## config.mk

```make
export PLATFORM = sky130hd
export DESIGN_NAME = dma_dscrptr_dispatch_rsp
export DESIGN_NICKNAME = d
export VERILOG_FILES = /design/src/rtl/dma_dscrptr_dispatch_rsp.sv
export SDC_FILE = /design/constraint.sdc
export NUM_CORES = 1
export LEC_CHECK = 0
export CELL_PAD_IN_SITES_DETAIL_PLACEMENT = 0
export CELL_PAD_IN_SITES_GLOBAL_PLACEMENT = 2
export CORE_AREA = 4 4 201 154
export CTS_CLUSTER_SIZE = 12
export DETAILED_ROUTE_END_ITERATION = 10
export DIE_AREA = 0 0 205 158
export GPL_TIMING_DRIVEN = 0
export HOLD_SLACK_MARGIN = 0.02
export MAX_ROUTING_LAYER = met4
export PLACE_DENSITY_LB_ADDON = 0.1
export SLEW_MARGIN = 20
export SYNTH_ARGS = -nofsm -noshare
export SYNTH_HDL_FRONTEND = slang
export SYNTH_SLANG_ARGS = --single-unit
```

## constraint.sdc

```tcl
create_clock -name clock_i -period 3 [get_ports clock_i]
set_input_delay 0.45 -clock clock_i [delete_from_list [all_inputs] [get_ports clock_i]]
set_output_delay 0.45 -clock clock_i [all_outputs]
set_load 0.03 [all_outputs]
```

## src/rtl/dma_dscrptr_dispatch_rsp.sv

```systemverilog
// dma_dscrptr_dispatch_rsp: accepts one descriptor dispatch, hands it to the transfer engine,
// watches it with a watchdog and returns a done pulse plus a completion record.
module dma_dscrptr_dispatch_rsp #(
  parameter int NUM_INT_BDS       = 4,
  parameter int NUM_INT_BDS_WIDTH = 2,
  parameter int DSCRPTR_WIDTH     = 133,
  parameter int TIMEOUT           = 1024
) (
  input  logic                         clock_i,
  input  logic                         resetn_i,
  input  logic                         dispatch_valid_i,
  input  logic [NUM_INT_BDS_WIDTH-1:0] dispatch_num_i,
  input  logic                         dispatch_ext_i,
  input  logic                         dispatch_str_i,
  input  logic [31:0]                  dispatch_addr_i,
  input  logic [DSCRPTR_WIDTH-1:0]     dispatch_dscrptr_i,
  output logic                         dispatch_done_o,
  output logic                         xfer_req_o,
  output logic [NUM_INT_BDS_WIDTH-1:0] xfer_num_o,
  output logic                         xfer_ext_o,
  output logic                         xfer_str_o,
  output logic [31:0]                  xfer_addr_o,
  output logic [DSCRPTR_WIDTH-1:0]     xfer_dscrptr_o,
  input  logic                         xfer_ack_i,
  input  logic                         xfer_done_i,
  input  logic                         xfer_err_i,
  output logic                         xfer_abort_o,
  output logic                         cmplt_valid_o,
  output logic [NUM_INT_BDS_WIDTH-1:0] cmplt_num_o,
  output logic                         cmplt_err_o,
  output logic                         cmplt_timeout_o,
  output logic                         protocol_err_o,
  input  logic                         err_clr_i
);
  typedef enum logic [1:0] {IDLE, REQ, BUSY, CMPLT} state_e;
  if (TIMEOUT < 0 || TIMEOUT > 65535 || NUM_INT_BDS > (1 << NUM_INT_BDS_WIDTH)) begin : g_param_chk
    $error("dma_dscrptr_dispatch_rsp: parameter out of range");
  end
  state_e                         state_q;
  logic [15:0]                    cnt_q;
  logic [NUM_INT_BDS_WIDTH-1:0]   num_q, cmplt_num_q;
  logic                           ext_q, str_q, cmplt_err_q, cmplt_to_q, protocol_err_q;
  logic [31:0]                    addr_q;
  logic [DSCRPTR_WIDTH-1:0]       dsc_q;
  logic                           expire;
  // Done in the expiry cycle wins, so the abort is qualified by the live done input.
  assign expire          = (TIMEOUT != 0) && (cnt_q == 16'(TIMEOUT - 1));
  assign xfer_req_o      = state_q == REQ;
  assign dispatch_done_o = state_q == CMPLT;
  assign cmplt_valid_o   = state_q == CMPLT;
  assign xfer_abort_o    = state_q == BUSY && expire && !xfer_done_i;
  assign xfer_num_o      = num_q;
  assign xfer_ext_o      = ext_q;
  assign xfer_str_o      = str_q;
  assign xfer_addr_o     = addr_q;
  assign xfer_dscrptr_o  = dsc_q;
  assign cmplt_num_o     = cmplt_num_q;
  assign cmplt_err_o     = cmplt_err_q;
  assign cmplt_timeout_o = cmplt_to_q;
  assign protocol_err_o  = protocol_err_q;
  always_ff @(posedge clock_i or negedge resetn_i) begin
    if (!resetn_i) begin
      state_q        <= IDLE;
      cnt_q          <= '0;
      num_q          <= '0;
      ext_q          <= 1'b0;
      str_q          <= 1'b0;
      addr_q         <= '0;
      dsc_q          <= '0;
      cmplt_num_q    <= '0;
      cmplt_err_q    <= 1'b0;
      cmplt_to_q     <= 1'b0;
      protocol_err_q <= 1'b0;
    end else begin
      protocol_err_q <= (dispatch_valid_i && state_q != IDLE) || (protocol_err_q && !err_clr_i);
      case (state_q)
        IDLE: if (dispatch_valid_i) begin
          num_q   <= dispatch_num_i;
          ext_q   <= dispatch_ext_i;
          str_q   <= dispatch_str_i;
          addr_q  <= dispatch_addr_i;
          dsc_q   <= dispatch_dscrptr_i;
          state_q <= REQ;
        end
        REQ: if (xfer_ack_i) begin
          cnt_q <= '0;
          if (xfer_done_i) begin
            state_q     <= CMPLT;
            cmplt_num_q <= num_q;
            cmplt_err_q <= xfer_err_i;
            cmplt_to_q  <= 1'b0;
          end else begin
            state_q <= BUSY;
          end
        end
        BUSY: begin
          cnt_q <= cnt_q + 16'd1;
          if (xfer_done_i || expire) begin
            state_q     <= CMPLT;
            cmplt_num_q <= num_q;
            cmplt_err_q <= xfer_done_i ? xfer_err_i : 1'b1;
            cmplt_to_q  <= !xfer_done_i;
          end
        end
        default: state_q <= IDLE;
      endcase
    end
  end
endmodule

```

After elaboration in Yosys (flattened, before gate mapping)
Index checks and enable logic that the tools add are counted.
- add/sub/neg operators: 1
- equal/unequal tests: 8
- multiplexer cells: 20
- reduce and logical (&&, ||, !) cells: 15
- operators with widths (operator ; number):
    $pmux 16 s2 ; 1
    $add 16x1->16 const B ; 1
    $eq 16x10->1 const B ; 1
    $mux 16 ; 1
    $mux 2 ; 6
    $mux 1 ; 8
    $ne 2x1->1 const B ; 3
    $pmux 2 s3 ; 1
    $eq 2x2->1 const B ; 2
    $logic_and 1x1->1 ; 4
    $pmux 1 s2 ; 2
    $pmux 2 s2 ; 1
    $reduce_and 2->1 ; 2
    $reduce_and 4->1 ; 1
    $reduce_bool 2->1 ; 2
    $reduce_and 3->1 ; 1
    $eq 2x1->1 const B ; 1
    $logic_not 1->1 ; 2
    $logic_not 2->1 ; 1
    $logic_or 1x1->1 ; 2
    $ne 2x2->1 const B ; 1
- register bits after elaboration: 192
- input bits: 176
- output and inout port bits: 178
- word-level logic and storage cells: 55

Longest topological paths before layout
Gate-level depths: netlist (run 1).
- word-level depth: 4
- gate-level depth with buffers: 7
- gate-level depth less buffers: 6

Least setup slack after synthesis (run 1)
Ideal clock, no wire load.
- kind: register to register
- from: register state_q[1]
- to: register cnt_q[15]
- library setup time: 0.077 ns
- data arrival time: 2.374 ns
- data required time: 2.923 ns
- setup slack: 0.549 ns
- cell stages (with the launch flop): 8
- buffers on the path: 1
- period minus slack after synthesis: 2.451 ns
- path through: dfrtp_1 > inv_1 > ha_1 > mux2i_1 > or4_1 > clkbuf_1 > or4_1 > a21oi_1
- longest elaborated chain between the ends: 3
- elaborated cells between the ends (all ways): 6
- those cells by class: eq/ne (3); mux (1); reduce/logical (2)
- ends and longest elaborated chain (element ; line ; source):
    start: declaration ; 39 ; state_e state_q;
    start signal: assignment ; 63 ; state_q <= IDLE;
    start signal: assignment ; 83 ; state_q <= REQ;
    start signal: assignment ; 88 ; state_q <= CMPLT;
    $eq 2x1->1 (*) ; -- ;
    named net xfer_req_o ; 18 ; output logic xfer_req_o,
    $ne 2x1->1 (no source line) / $reduce_bool 2->1 (equally long branches) ; -- ;
    $reduce_and 2->1 (no source line) ; -- ;
    end signal: assignment ; 97 ; cnt_q <= cnt_q + 16'd1;
    end: declaration ; 40 ; logic [15:0] cnt_q;
Mark *: on every way through the listed nets, which the timed path passes. The rest lies on a longest branch.
A chain may end at the register's enable or synchronous reset.

Worst setup path after layout (run 1)
- from: register cnt_q[0]
- to: output port xfer_abort_o
- longest elaborated chain between the ends: 3
- ends and longest elaborated chain (element ; line ; source):
    $eq 16x10->1 ; 47 ; assign expire = (TIMEOUT != 0) && (cnt_q == 16'(TIMEOUT - 1));
    $logic_and 1x1->1 (2 in a row) ; 51 ; assign xfer_abort_o = state_q == BUSY && expire && !xfer_done_i;
    end: declaration ; 27 ; output logic xfer_abort_o,
Every way passes these cells.

==> impl_results.md, run 1 <==
- Final ANT Viol Nets: 0
- Setup-failing EPs final: 0
- Post-Syn Nets: 667
- Tmin final: 2.70 ns
- Setup Fix Bufs, Post-CTS: 0
- Global-route wire length before repair: 34400 um
- Setup TNS: 0 ns
- GP Congestion: 0.792
- Worst-Skew Late Latency: 0.43 ns
- Initial antenna violation count: 4
- Fin worst setup slack: 0.301 ns
- Clock sinks: 192
- Drt drc: 0
- Final #Nets: 1042
- CP arrival: 2.25 ns
- Synth cell types: 34
- Commonest non-fill, non-tap cell in the layout: clkdlybuf4s50_1
- Mapped Cells: 485
- Filler cells: 2743
- Via density: 4.22
- Clock transition at the registers of the reported paths: 0.07 ns
- P_leak: 4.97 nW
- Crit Path Category: flip-flop to primary output
- Largest net degree at the start of global routing: 89
- Vias in the first global route: 5956
- Final Cycle Share: 0.900
- Max Clock Freq: 371 MHz
- Slew @ Worst Pin: 0.709 ns
- Final Hold Vio Count: 0
- Relative slew slack: 0.527
- H-tree depth: 4
- Clock network fraction of design power: 0.155
- P per Cell Area: 1180 nW/um^2
- Total iterations of the first detailed-routing run: 4
- Die area: 32400 sq um
- Initial DRC Count: 125
- Outcome: finished, final reports clean
- WL per Instance: 18.3 um
- Worst hold-check path type: flip-flop to flip-flop
- Vias: 5343
- Setup repair after global routing missed its margin: no
- CP Launch Type: flip-flop
- Critical path peak fanout: 5
- Row count: 54
- CTS tree: done
- Peak VDD IR: 0.587 mV
- MaxCap Viol Count: 0
- CTS Buf Count: 17
- Combinational share of power: 0.533
- # port buffers: 353
- Final Skew: 0.0113 ns
- Sw Pwr: 5.68 mW
- Gr usage total: 0.143
- DRT Wirelength: 23100 um
- Mapped Area: 7470 sq um
- CP required: 2.55 ns
- Remaining Overflow, GRT: 0
- Seq cells post-synth: 192
- Die H: 158 um
- Worst Setup End Kind: primary output
- Synth warnings: 0
- Final Max Tran Viols: 0
- Most frequent cells in the layout: clkdlybuf4s50_1, dfrtp_1, mux2_2
- Root buf cell: clkbuf_16
- Hpwl dp: 17800 um
- Area growth, synth to finish: 62.4%
- Setup WS pre-CTS: -0.0535 ns
- Deepest clock path buffer count: 2
- Seq pwr share: 0.312
- Sequential area share after synthesis: 0.643
- Avg Inst Size Synth: 15.4 sq um
- Initial Util: 0.259
- Internal power: 8.61 mW
- Core area: 28900 sq um
- Die X-Extent: 205 um
- Layout cells sized above 1: 0.235
- Net Sw Frac: 0.397
- IO Pins: 354
==> Yosys cell counts (all sizes together) <==
library cell | instances | area share
a211oi | 1 | 0.0010
a21o | 1 | 0.0010
a21oi | 6 | 0.0040
a22o | 3 | 0.0035
a31oi | 1 | 0.00084
a32o | 1 | 0.0013
and3 | 1 | 0.00084
and4 | 2 | 0.0023
buf | 8 | 0.0045
clkbuf | 15 | 0.0075
dfrtp | 192 | 0.64
ha | 6 | 0.010
inv | 8 | 0.0040
mux2 | 175 | 0.26
mux2i | 2 | 0.0027
nand2 | 11 | 0.0055
nand2b | 2 | 0.0017
nand3 | 4 | 0.0027
nand4 | 6 | 0.0050
nor2 | 10 | 0.0050
nor3 | 3 | 0.0020
nor3b | 2 | 0.0020
nor4 | 2 | 0.0017
nor4bb | 1 | 0.0013
o211a | 1 | 0.0013
o211ai | 1 | 0.0010
o21ai | 3 | 0.0020
o22ai | 1 | 0.00084
o31ai | 3 | 0.0030
or3 | 1 | 0.00084
or4 | 5 | 0.0050
xnor2 | 5 | 0.0059
xor2 | 2 | 0.0023
==> critical path, cell delays in order, from the launching register on <==
cell             delay [ns]
dfrtp_1                0.41
ha_1                   0.24
and3_1                 0.25
nand4_1                0.12
nor2_1                 0.12
clkdlybuf4s50_1        0.68
==> sequential cells by signal (all words and copies together), names as in the netlist <==
signal           count
xfer_dscrptr_o     133
cmplt_num_o          2
cmplt_err_o          1
xfer_ext_o           1
protocol_err_o       1
xfer_num_o           2
xfer_addr_o         32
cmplt_timeout_o      1
xfer_str_o           1
state_q              2
cnt_q               16
==> worst paths after layout <==
path | from | endpoint | slack, ns | depth (start not counted)
max | cnt_q[0] | xfer_abort_o | 0.30 | 5
min | xfer_dscrptr_o[55] | xfer_dscrptr_o[55] | 0.50 | 1
max reg2reg | state_q[0] | xfer_addr_o[8] | 0.45 | 6
min reg2reg | xfer_dscrptr_o[55] | xfer_dscrptr_o[55] | 0.50 | 1
max in group asynchronous | resetn_i | xfer_addr_o[3] | 1.68 | 3
min in group asynchronous | resetn_i | xfer_dscrptr_o[7] | 0.52 | 2
==> layer usage <==
metal / vias up / GRT usage / part of all wire
met5: - / - / 0
met4: 0 / 0.0405 / 0.014
met3: 22 / 0.0762 / 0.12
met2: 223 / 0.228 / 0.48
met1: 2625 / 0.158 / 0.39
li1: 2473 / - / -
==> what timing repair did <==
item                                    CTS  global route
hold endpoints to repair                 50             0
resized for setup                         0             3
endpoints found under the setup margin    0            11
hold buffers                              1             0
==> metrics by stage <==
stage / instance area [sq um] / std cells / total power, mW / hold slack (ns) / util
after floorplan: 7470 / 485 / 8.75 / 0.154 / -
after global placement: 11500 / 1230 / 12.1 / 0.487 / 0.398
after detailed placement: 11600 / 1232 / 12.2 / 0.394 / 0.400
after CTS: 12100 / 1261 / 14.5 / 0.507 / 0.420
after global routing: 12100 / 1265 / 15.1 / 0.516 / 0.420
final: 12100 / 1266 / 14.3 / 0.502 / 0.420
==> power groups by stage <==
stage	registers, mW	logic [mW]	clock network (mW)
2_1_floorplan	6.85	1.89	0
3_3_place_gp	4.46	7.65	0
3_5_place_dp	4.51	7.71	0
4_1_cts	4.47	7.74	2.31
5_1_grt	4.62	8.02	2.41
6_report	4.46	7.61	2.21
==> cells by family after synthesis <==
logic type | count (synthesis) | share of synthesized area
simple gates | 50 | 0.0360
mux | 177 | 0.266
flops | 192 | 0.643
xor+xnor | 7 | 0.00821
fa+ha+maj | 6 | 0.0100
buf+inv | 31 | 0.0161
compound gates | 22 | 0.0199
==> final cells by class <==
cell class	count	area, sq um	share of cell area
Multi-Input combinational cell	262	2540	0.210
Tap cell	392	490	0.0404
Inverter	8	30.0	0.00248
Timing Repair Buffer	356	3600	0.297
Antenna cell	5	12.5	0.00103
Sequential cell	192	4800	0.396
Clock buffer	23	468	0.0386
Buffer	23	91.3	0.00753
Clock inverter	5	82.6	0.00681
(Power assumes the default switching activity.)
==> run 2: changes to the inputs <==
--- a/config.mk
+++ b/config.mk
@@ -7,10 +7,10 @@
 export LEC_CHECK = 0
 export CELL_PAD_IN_SITES_DETAIL_PLACEMENT = 0
 export CELL_PAD_IN_SITES_GLOBAL_PLACEMENT = 2
-export CORE_AREA = 4 4 201 154
+export CORE_AREA = 2 2 199 152
 export CTS_CLUSTER_SIZE = 12
 export DETAILED_ROUTE_END_ITERATION = 10
-export DIE_AREA = 0 0 205 158
+export DIE_AREA = 0 0 201 154
 export GPL_TIMING_DRIVEN = 0
 export HOLD_SLACK_MARGIN = 0.02
 export MAX_ROUTING_LAYER = met4
==> constraint.sdc (replaced) <==
create_clock -name clock_i -period 2.75 [get_ports clock_i]
set_input_delay 0.4125 -clock clock_i [delete_from_list [all_inputs] [get_ports clock_i]]
set_output_delay 0.4125 -clock clock_i [all_outputs]
set_load 0.03 [all_outputs]
==> impl_results.md, run 2 (synthesis results as in run 1) <==
- Clock transition at the registers of the reported paths: 0.08 ns
- Max reg flops: 133
- Global-route wire length before repair: 35000 um
- Peak VDD IR: 0.553 mV
- Setup repair after global routing missed its margin: no
- P_leak: 5.00 nW
- Worst r2r src: state_q[1]
- Final Power: 15.7 mW
- Deepest clock path buffer count: 2
- Initial Util: 0.259
- CTS tree: done
- Cell family with most CP delay: simple AND/OR/NAND/NOR gates
- Area growth, synth to finish: 62.7%
- Max Clock Freq: 405 MHz
- Max incr delay on CP: 0.50 ns
- Hpwl dp: 17300 um
- Vias: 5397
- GR peak layer: met2
- Critical path peak fanout: 7
- CP required: 3.11 ns
- Final Hold Vio Count: 0
- Worst setup startpoint: state_q[1]
- Core area: 28900 sq um
- DRT Wirelength: 22900 um
- Worst-Skew Late Latency: 0.43 ns
- IO Pins: 354
- Vias in the first global route: 5994
- Final Max Tran Viols: 0
- Die X-Extent: 201 um
- # port buffers: 353
- Outcome: finished, final reports clean
- Initial antenna violation count: 1
- Slew @ Worst Pin: 0.633 ns
- Initial DRC Count: 163
- Largest net degree at the start of global routing: 90
- Filler cells: 2678
- Row count: 54
- Grt met2 use: 0.246
- Util after Layout: 0.421
- GR Layer Usage met3: 0.0714
- Commonest non-fill, non-tap cell in the layout: clkdlybuf4s50_1
- Total iterations of the first detailed-routing run: 4
- Root buf cell: clkbuf_16
- Gr usage total: 0.153
- Die area: 31000 sq um
- Final #Nets: 1042
- Die H: 154 um
- DP Area: 11600 sq um
- Final ANT Viol Nets: 0
- Crit path buf inv count: 2
- CTS Buf Count: 17
- Worst Setup End Kind: flip-flop
- Worst path slowest cell: or4_1
- H-tree depth: 4
- CP arrival: 2.83 ns
- Most frequent cells in the layout: clkdlybuf4s50_1, dfrtp_1, mux2_2
- Grt met1 use: 0.172
- Final Cycle Share: 0.897
- Cell repeated most along the worst path: or4_1
- Worst hold-check path type: input port to async pin
- P per Cell Area: 1290 nW/um^2
- Drt drc: 0
- Setup TNS: 0 ns
- Crit Path Category: flip-flop to flip-flop
- Post-route cell area: 12200 sq um
- Setup-failing EPs final: 0
- Relative slew slack: 0.578
- Clock sinks: 192
- MaxCap Viol Count: 0
- Layout cells sized above 1: 0.246
- GP Congestion: 0.799
- Tmin final: 2.47 ns
- WL per Instance: 18.1 um
- Cell breakdown of the critical path: inv_1 > ha_1 > mux2i_2 > or4_1 > clkbuf_1 > or4_1 > a21oi_1
- Remaining Overflow, GRT: 0
- Via density: 4.26
- Final Skew: 0.00997 ns
- CP Launch Type: flip-flop
## run 2: cell count changes in the layout (fill, tap and decap cells not counted), moves of 2 or more
cell        previous run  this run
clkbuf_2               1         3
diode_2                5         1
clkinvlp_4             0         3
clkbuf_1              18        12
inv_6                  1         4
## run 2: final cells by class
type	count	area (sq um)	share of cell area
multi-input combinational	262	2550	0.210
antenna	1	2.50	0.000206
inverter	8	30.0	0.00247
sequential	192	4800	0.395
clock buffer	19	453	0.0373
tap	392	490	0.0403
timing repair buffer	356	3610	0.297
clock inverter	13	126	0.0104
buffer	23	93.8	0.00772
## run 2: layer usage
layer  vias up  part of all wire
met5         -                 0
met4         0            0.0092
met3        11              0.11
met2       227              0.47
met1      2680              0.41
li1       2479                 -
## run 2: report_power, final
part           internal [mW]  switching, mW  total [mW]
Clock                   1.32           1.18        2.50
Combinational           3.84           4.45        8.29
Sequential              4.17          0.695        4.87
Total                   9.34           6.32        15.7
## run 2: what timing repair did
action,in CTS,in global routing
setup buffers,0,0
hold endpoints to repair,28,0
pin swaps,0,0
endpoints found under the setup margin,100,17
hold buffers,1,0
gates resized for setup,1,6
## run 2: path summary, 6_finish.rpt
| check | endpoint | slack (ns) | cells past startpoint |
|---|---|---|---|
| worst max-delay path | cnt_q[15] | 0.28 | 7 |
| worst min-delay path | xfer_dscrptr_o[14] | 0.42 | 2 |
| worst max register to register | cnt_q[15] | 0.28 | 7 |
| worst min register to register | xfer_dscrptr_o[38] | 0.50 | 1 |
| max in group asynchronous | xfer_dscrptr_o[120] | 1.20 | 4 |
| min in group clock_i | xfer_dscrptr_o[38] | 0.50 | 1 |
## run 2: stage by stage
step / hold WS [ns] / setup slack (ns) / std cells
6_report: 0.420 / 0.282 / 1266
5_1_grt: 0.419 / 0.00544 / 1266
4_1_cts: 0.392 / 0.0480 / 1265
3_5_place_dp: 0.275 / -0.279 / 1232
3_3_place_gp: 0.488 / -6.71 / 1230
2_1_floorplan: 0.117 / 0.299 / 485
## run 2: worst register-to-register path, stage by stage (launching register included)
cell	delay, ns
dfrtp_1	0.43
inv_1	0.10
ha_1	0.34
mux2i_2	0.18
or4_1	0.49
clkbuf_1	0.20
or4_1	0.50
a21oi_1	0.16
